File: src/rtl/cpu_step_ctrl.sv
// Step/run controller: turns debounced button pulses into a one-cycle CPU
// clock-enable, with single-step, divided free-run and stop-on-halt modes,
// and counts every enable it issues.
module cpu_step_ctrl #(
    parameter int unsigned RUN_DIV = 4,
    parameter int unsigned CNT_W   = 16
) (
    input  logic             clk,
    input  logic             rst,
    input  logic             step_ped,
    input  logic             run_ped,
    input  logic             halt_req,
    output logic             cpu_en,
    output logic             running,
    output logic             halted,
    output logic [CNT_W-1:0] cyc_cnt
);

    // Divider needs at least one bit even when RUN_DIV is 1
    localparam int unsigned      DIV_W    = (RUN_DIV > 1) ? $clog2(RUN_DIV) : 1;
    localparam logic [DIV_W-1:0] DIV_LAST = DIV_W'(RUN_DIV - 1);

    localparam logic [1:0] S_IDLE = 2'd0;
    localparam logic [1:0] S_STEP = 2'd1;
    localparam logic [1:0] S_RUN  = 2'd2;
    localparam logic [1:0] S_STOP = 2'd3;

    logic [1:0]       state_q, state_d;
    logic [DIV_W-1:0] div_q, div_d;
    logic [CNT_W-1:0] cnt_q;

    // Moore outputs decoded purely from registered state
    always_comb begin
        cpu_en  = (state_q == S_STEP) || ((state_q == S_RUN) && (div_q == DIV_LAST));
        running = (state_q == S_RUN);
        halted  = (state_q == S_STOP);
        cyc_cnt = cnt_q;
    end

    // Next-state selection; halt is only honoured in a cycle that issues an enable
    always_comb begin
        state_d = state_q;
        case (state_q)
            S_IDLE: begin
                if (run_ped) begin
                    state_d = S_RUN;
                end else if (step_ped) begin
                    state_d = S_STEP;
                end
            end
            S_STEP: begin
                state_d = halt_req ? S_STOP : S_IDLE;
            end
            S_RUN: begin
                if (cpu_en && halt_req) begin
                    state_d = S_STOP;
                end else if (run_ped) begin
                    state_d = S_IDLE;
                end
            end
            S_STOP: begin
                if (run_ped) begin
                    state_d = S_IDLE;
                end
            end
            default: state_d = S_IDLE;
        endcase
    end

    // Divider advances only while staying in RUN, so every RUN entry starts at 0
    always_comb begin
        div_d = '0;
        if ((state_q == S_RUN) && (state_d == S_RUN)) begin
            div_d = (div_q == DIV_LAST) ? '0 : div_q + 1'b1;
        end
    end

    // State, divider and enable counter registers
    always_ff @(posedge clk or negedge rst) begin
        if (!rst) begin
            state_q <= S_IDLE;
            div_q   <= '0;
            cnt_q   <= '0;
        end else begin
            state_q <= state_d;
            div_q   <= div_d;
            if (cpu_en) begin
                cnt_q <= cnt_q + 1'b1;
            end
        end
    end

endmodule

File: config.mk
export PLATFORM = sky130hd
export DESIGN_NAME = cpu_step_ctrl
export DESIGN_NICKNAME = d
export VERILOG_FILES = /design/src/rtl/cpu_step_ctrl.sv
export SDC_FILE = /design/constraint.sdc
export NUM_CORES = 1
export LEC_CHECK = 0
export ABC_CLOCK_PERIOD_IN_PS = 2800
export CORE_MARGIN = 2
export CORE_UTILIZATION = 51
export CTS_CLUSTER_DIAMETER = 120
export DETAILED_ROUTE_END_ITERATION = 8
export PLACE_DENSITY = 0.82
export SLEW_MARGIN = 30
export SYNTH_ARGS = -nofsm -noshare
export SYNTH_HDL_FRONTEND = slang
export SYNTH_SLANG_ARGS = --single-unit
File: constraint.sdc
create_clock -name clk -period 2.8 [get_ports clk]
set_clock_uncertainty 0.1 [all_clocks]
set_input_delay 0.56 -clock clk [delete_from_list [all_inputs] [get_ports clk]]
set_output_delay 0.56 -clock clk [all_outputs]
set_load 0.01 [all_outputs]
==> metrics.md, run 1 <==
| Metric | Value |
|---|---|
| Initial Util | `0.555` |
| 1st-iter DRT viols | `9` |
| Worst-margin pin slew | `0.365 ns` |
| Clock period minus final worst setup slack | `2.42 ns` |
| Setup tns final | `0 ns` |
| Most Used Layer, Global Route | `met2` |
| Cell accounting for the most synthesized area | `sky130_fd_sc_hd__dfrtp_1` |
| Die width | `about 48 um` |
| Global routing usage on met2 | `0.285` |
| Classification of the worst setup path | `register to primary output` |
| # H-tree levels | `1` |
| Core region area | `0.00176 mm2` |
| Worst vdd ir | `0.000686 V` |
| Final setup viols | `0` |
| Fraction of the yosys area taken by sequential cells | `0.512` |
| Result of the run | `finished clean` |
| Depth of the worst register-to-register path | `4` |
| Vias after detailed routing | `693` |
| Number of port buffers | `23` |
| DRC viols | `0` |
| Fraction of met3 tracks used by global routing | `0.0453` |
| Area share of the largest cell type after synthesis | `0.512` |
| Leakage dissipation | `approximately 0.55 nW` |
| End-of-flow core utilization | `0.737` |
| Cell count after synthesis | `82` |
| Maximum number of pins on one net before global-route repair | `21` |
| Post-synth net total | `89` |
| Crit path required time | `2.14 ns` |
| Total iterations of the first detailed-routing run | `4` |
| Count of inserted antenna diode cells | `0` |
| Average vias per placed instance | `5.13` |
| Overall power consumption | `1.04 mW` |
| Most common cell after layout, fill and taps aside | `sky130_fd_sc_hd__clkdlybuf4s50_1` |
| Clock buffers created by TritonCTS | `3` |
| Number of fill cells | `121` |
| Slew HR | `0.756` |
| Routed wirelength normalized by instance count | `12.9 um` |
| Maximum net fanout on the critical path | `10` |
| Max Freq | `413 MHz` |
| Via count of the first global-routing pass | `653` |
| Post-synth cell types | `26` |
| Final estimated routing congestion in global placement | `0.797` |
| Flip-flop and latch count after synthesis | `20` |
| I/O pin count | `24` |
| Signal arrival time at the worst endpoint | `1.76 ns` |
| Average cell area after synthesis | `11.9 um2` |
| Worst skew pair latency | `0.30 ns` |
| CTS sink count | `20` |
| Post-synthesis instance area | `978 um2` |
| Share of the clock period used by the worst path after layout | `0.864` |
| Number of antenna violations at the first check in global routing | `0` |
| Number of synthesis warnings | `0` |
| Worst hold-check path type | `register to register` |
| Final count of hold timing violations | `0` |
| # hold bufs at CTS | `0` |
| Wire length of the first global-routing pass | `between 2000 and 3000 um` |
| Overflow left after global routing | `0` |
| Cell types occupying the most area after synthesis | `sky130_fd_sc_hd__dfrtp_1 (51%), sky130_fd_sc_hd__xnor2_1 (12%), sky130_fd_sc_hd__a21boi_4 (3.8%), sky130_fd_sc_hd__nand3_1 (3.6%), sky130_fd_sc_hd__nand2_1 (3.1%)` |
| Layout cell share with drive strength beyond 1 | `0.127` |
| Kind of capture point of the worst setup path | `primary output` |
| Area of the multi-input gates | `~470 um2` |
| Commonest cells after routing, fill and taps aside | `sky130_fd_sc_hd__clkdlybuf4s50_1 (23), sky130_fd_sc_hd__dfrtp_1 (20), sky130_fd_sc_hd__xnor2_1 (13)` |
| Worst hold path stage count | `1` |
| Count of max-cap constraint violations | `0` |
| Cell Rows | `15` |
| Clock-pin slew reported for the worst setup and hold paths after clock tree synthesis | `~0.10 ns` |
| CTS max path bufs | `2` |
| Instance area after placement | `0.00125 mm2` |
| Layout Cell Area excl Fill | `0.00130 mm2` |
| Final slew viol count | `0` |
| Global-route met1 utilization | `0.248` |
| Number of gates resized after cts | `0` |
| Power density relative to cell area | `798 mW/mm2` |
| Area used by sequential logic in the layout | `around 500 um2` |
| Cell at the root of the clock tree | `sky130_fd_sc_hd__clkbuf_4` |
| Total wirelength of the detailed-routed design | `1750 um` |
| RSZ-0062 raised after global routing | `false` |
| Buffers inserted by post-CTS timing repair | `0` |
| Nets | `118` |
| Die area | `0.00228 mm2` |
| Clock tree from TritonCTS | `built` |
| Nature of the critical path startpoint | `register` |
| Area growth from synthesis to layout | `32.9%` |
| Total track usage | `0.184` |
| Die Span Y | `47.8 um` |
| Number of nets with antenna violations after routing | `0` |
## cell usage after synthesis (all sizes together)
cell type and n:
and2b 1, nor3 2, ha 2, nor4 1, a211oi 1, nand3 7, dfrtp 20, and3 2
nand3b 1, mux2 1, and2 3, xnor2 13, nand4 4, a221oi 1, inv 1, or2 1
nand2b 1, a21oi 1, a21boi 2, or2b 2, xor2 2, nor2 2, nand2 9, a31oi 2
## registers in the layout (all words and copies together), names as in the netlist
name,cells
div_q,2
state_q,2
cyc_cnt,16
## kinds of logic after synthesis
logic type,Yosys count,synth area share
AND/OR/NAND/NOR,36,0.229
flip-flops,20,0.512
XOR/XNOR,15,0.134
AO/OA/AOI/OAI,7,0.0844
adder cells (fa/ha/maj),2,0.0256
buffers and inverters,1,0.00383
multiplexers,1,0.0115
## worst max-delay path, stage by stage, from the launching register on
cell,delay (ns)
sky130_fd_sc_hd__dfrtp_1,0.51
sky130_fd_sc_hd__nand3b_4,0.28
sky130_fd_sc_hd__nand2_4,0.13
sky130_fd_sc_hd__clkdlybuf4s50_1,0.54
## metal layers
layer / wire, um / up-vias / part of all wire
met3: 96 / 4 / 0.055
li1: - / 344 / -
met1: 773 / 323 / 0.44
met4: 20 / 0 / 0.011
met5: 0 / - / 0
met2: 855 / 22 / 0.49
## worst paths after layout
check,from,to,slack [ns]
min in group asynchronous,rst,cyc_cnt[8]$_DFFE_PN0N_,0.47
max reg2reg,state_q[0]$_DFF_PN0_,cyc_cnt[4]$_DFFE_PN0N_,1.29
max,state_q[0]$_DFF_PN0_,cpu_en,0.38
min,div_q[0]$_DFF_PN0_,div_q[0]$_DFF_PN0_,0.35
min reg2reg,div_q[0]$_DFF_PN0_,div_q[0]$_DFF_PN0_,0.35
max in group asynchronous,rst,div_q[1]$_DFF_PN0_,1.91
## report_power, final
group | switching, mW | leakage [nW] | internal [mW]
Combinational | 0.154 | 0.252 | 0.214
Clock | 0.0893 | 0.0279 | 0.145
Sequential | 0.0876 | 0.266 | 0.348
Total | 0.330 | 0.546 | 0.707
## per-stage QoR
| step | hold WS, ns | setup WS, ns | std cells |
|---|---|---|---|
| after floorplan | 0.164 | 1.31 | 82 |
| after global placement | 0.324 | 0.767 | 131 |
| after detailed placement | 0.341 | 0.726 | 131 |
| after CTS | 0.359 | 0.363 | 135 |
| after global routing | 0.386 | 0.295 | 135 |
| final | 0.353 | 0.382 | 135 |
## final cells by class
type / instances / share of cell area
sequential: 20 / 0.385
multi-input combinational: 61 / 0.365
timing repair buffer: 24 / 0.183
tap: 25 / 0.0241
clock inverter: 1 / 0.0231
clock buffer: 3 / 0.0173
inverter: 1 / 0.00289
Note: power is estimated with default switching activity, not from simulation.
==> run 2: changes to the inputs <==
Settings changed: CORE_UTILIZATION 51 to 40, PLACE_DENSITY 0.82 to 0.67.
==> metrics.md, run 2 (synthesis results as in run 1) <==
| Metric | Value |
|---|---|
| Worst-margin pin slew | `between 0.3 and 0.4 ns` |
| Maximum net fanout on the critical path | `10` |
| First element of the critical path | `state_q[0]$_DFF_PN0_` |
| End-of-flow core utilization | `0.578` |
| Register-to-Register Setup Slack | `roughly 1.3 ns` |
| Classification of the worst setup path | `register to primary output` |
| Die width | `53.5 um` |
| Critical Path Stages | `3` |
| Maximum number of pins on one net before global-route repair | `21` |
| Placed Cells incl. Taps | `roughly 130` |
| Reg2Reg Launch Point | `cyc_cnt[5]$_DFFE_PN0N_` |
| Slew HR | `0.745` |
| Initial Util | `0.434` |
| Clock tree from TritonCTS | `built` |
| Max Freq | `413 MHz` |
| Number of fill cells | `approximately 230` |
| Area growth from synthesis to layout | `33.2%` |
| Clock buffers created by TritonCTS | `3` |
| CTS sink count | `20` |
| Timing endpoint of the critical path | `cpu_en` |
| Most common cell after layout, fill and taps aside | `sky130_fd_sc_hd__clkdlybuf4s50_1` |
| Core region area | `0.00225 mm2` |
| CTS max path bufs | `2` |
| Endpoint of the worst register-to-register path | `cyc_cnt[14]$_DFFE_PN0N_` |
| Clock-pin slew reported for the worst setup and hold paths after clock tree synthesis | `0.12 ns` |
| Worst skew pair latency | `0.31 ns` |
| Leakage dissipation | `around 0.55 nW` |
| Kind of capture point of the worst setup path | `primary output` |
| Total track usage | `0.153` |
| Final estimated routing congestion in global placement | `approximately 0.72` |
| DRC viols | `0` |
| Worst vdd ir | `0.000653 V` |
| Placed wire-length estimate | `1280 um` |
| Cells along the critical path | `nand3b_4, nand2_4, clkdlybuf4s50_1` |
| Nets | `118` |
| Buffers inserted by post-CTS timing repair | `0` |
| # H-tree levels | `1` |
| Depth of the worst register-to-register path | `4` |
| Number of port buffers | `23` |
| CP Buf/Inv Count | `1` |
| Layout cell share with drive strength beyond 1 | `0.127` |
| Vias after detailed routing | `697` |
| Final Non-Filler Cells | `about 140` |
| Count of max-cap constraint violations | `0` |
| Number of gates resized after cts | `0` |
| Routed wirelength normalized by instance count | `12.9 um` |
| Wire length of the first global-routing pass | `between 3000 and 4000 um` |
| Number of antenna violations at the first check in global routing | `0` |
| Final slew viol count | `0` |
| Final count of hold timing violations | `0` |
| Power density relative to cell area | `about 790 mW/mm2` |
| Setup tns final | `0 ns` |
| Average vias per placed instance | `5.05` |
| RSZ-0062 raised after global routing | `false` |
| Result of the run | `finished clean` |
| Number of nets with antenna violations after routing | `0` |
| I/O pin count | `24` |
| Via count of the first global-routing pass | `between 600 and 700` |
| Crit path required time | `2.14 ns` |
| Worst hold-check path type | `register to register` |
| Commonest cells after routing, fill and taps aside | `sky130_fd_sc_hd__clkdlybuf4s50_1 (23), sky130_fd_sc_hd__dfrtp_1 (20), sky130_fd_sc_hd__xnor2_1 (13)` |
| Cell Rows | `17` |
| 1st-iter DRT viols | `7` |
| Count of inserted antenna diode cells | `0` |
| Master of the slowest instance on the critical path | `sky130_fd_sc_hd__clkdlybuf4s50_1` |
| Nature of the critical path startpoint | `register` |
| Die Span Y | `about 53 um` |
| Slowest stage delay, CP | `about 0.54 ns` |
| Total wirelength of the detailed-routed design | `1780 um` |
| # hold bufs at CTS | `0` |
| Clock period minus final worst setup slack | `approximately 2.4 ns` |
| Share of the clock period used by the worst path after layout | `0.865` |
| Final setup viols | `0` |
| Family with the most delay on the worst path | `buffers and inverters` |
| Max reg flops | `16` |
| Total iterations of the first detailed-routing run | `2` |
| Overflow left after global routing | `0` |
| Signal arrival time at the worst endpoint | `1.76 ns` |
| Die area | `about 0.0029 mm2` |
| Cell at the root of the clock tree | `sky130_fd_sc_hd__clkbuf_4` |
run 2: cell counts in the layout (fill, tap and decap cells not counted):
Identical to the previous run, type by type.
run 2: stage by stage:
step / area [um2] / worst slack (ns) / power (mW) / hold WS (ns)
final: 1300 / 0.378 / 1.04 / 0.352
after global routing: 1300 / 0.325 / 1.10 / 0.359
after CTS: 1300 / 0.369 / 1.05 / 0.352
after detailed placement: 1250 / 0.729 / 0.805 / 0.336
after global placement: 1250 / 0.761 / 0.794 / 0.325
after floorplan: 978 / 1.31 / 0.634 / 0.164
run 2: metal layers:
| metal | global-route usage | vias to the layer above | part of all wire |
|---|---|---|---|
| li1 | - | 346 | - |
| met3 | 0.0282 | 5 | 0.045 |
| met5 | 0 | - | 0 |
| met2 | 0.218 | 18 | 0.45 |
| met1 | 0.212 | 328 | 0.48 |
| met4 | 0.0897 | 0 | 0.022 |
run 2: report_power, final:
group	total [mW]	internal [mW]	switching (mW)
registers	0.436	0.348	0.0880
logic	0.358	0.214	0.144
clock network	0.242	0.145	0.0975
total	1.04	0.707	0.329
run 2: worst min-delay path by stage:
stage | end | slack, ns | from | cells past startpoint
after floorplan | cyc_cnt[0]$_DFFE_PN0N_ | 0.16 | rst | 0
after global routing | div_q[0]$_DFF_PN0_ | 0.36 | div_q[0]$_DFF_PN0_ | 1
after detailed placement | div_q[0]$_DFF_PN0_ | 0.34 | div_q[0]$_DFF_PN0_ | 1
final | div_q[0]$_DFF_PN0_ | 0.35 | div_q[0]$_DFF_PN0_ | 1
after CTS | div_q[0]$_DFF_PN0_ | 0.35 | div_q[0]$_DFF_PN0_ | 1
after global placement | div_q[0]$_DFF_PN0_ | 0.32 | div_q[0]$_DFF_PN0_ | 1
run 2: area by class of cell:
class | count | area, um2 | area share
multi-input cells | 61 | 474 | 0.364
flip-flops and latches | 20 | 500 | 0.384
clock inverters | 1 | 30.0 | 0.0230
repair buffers | 24 | 238 | 0.182
well taps | 28 | 35.0 | 0.0269
clock buffers | 3 | 22.5 | 0.0173
inverters | 1 | 3.75 | 0.00288
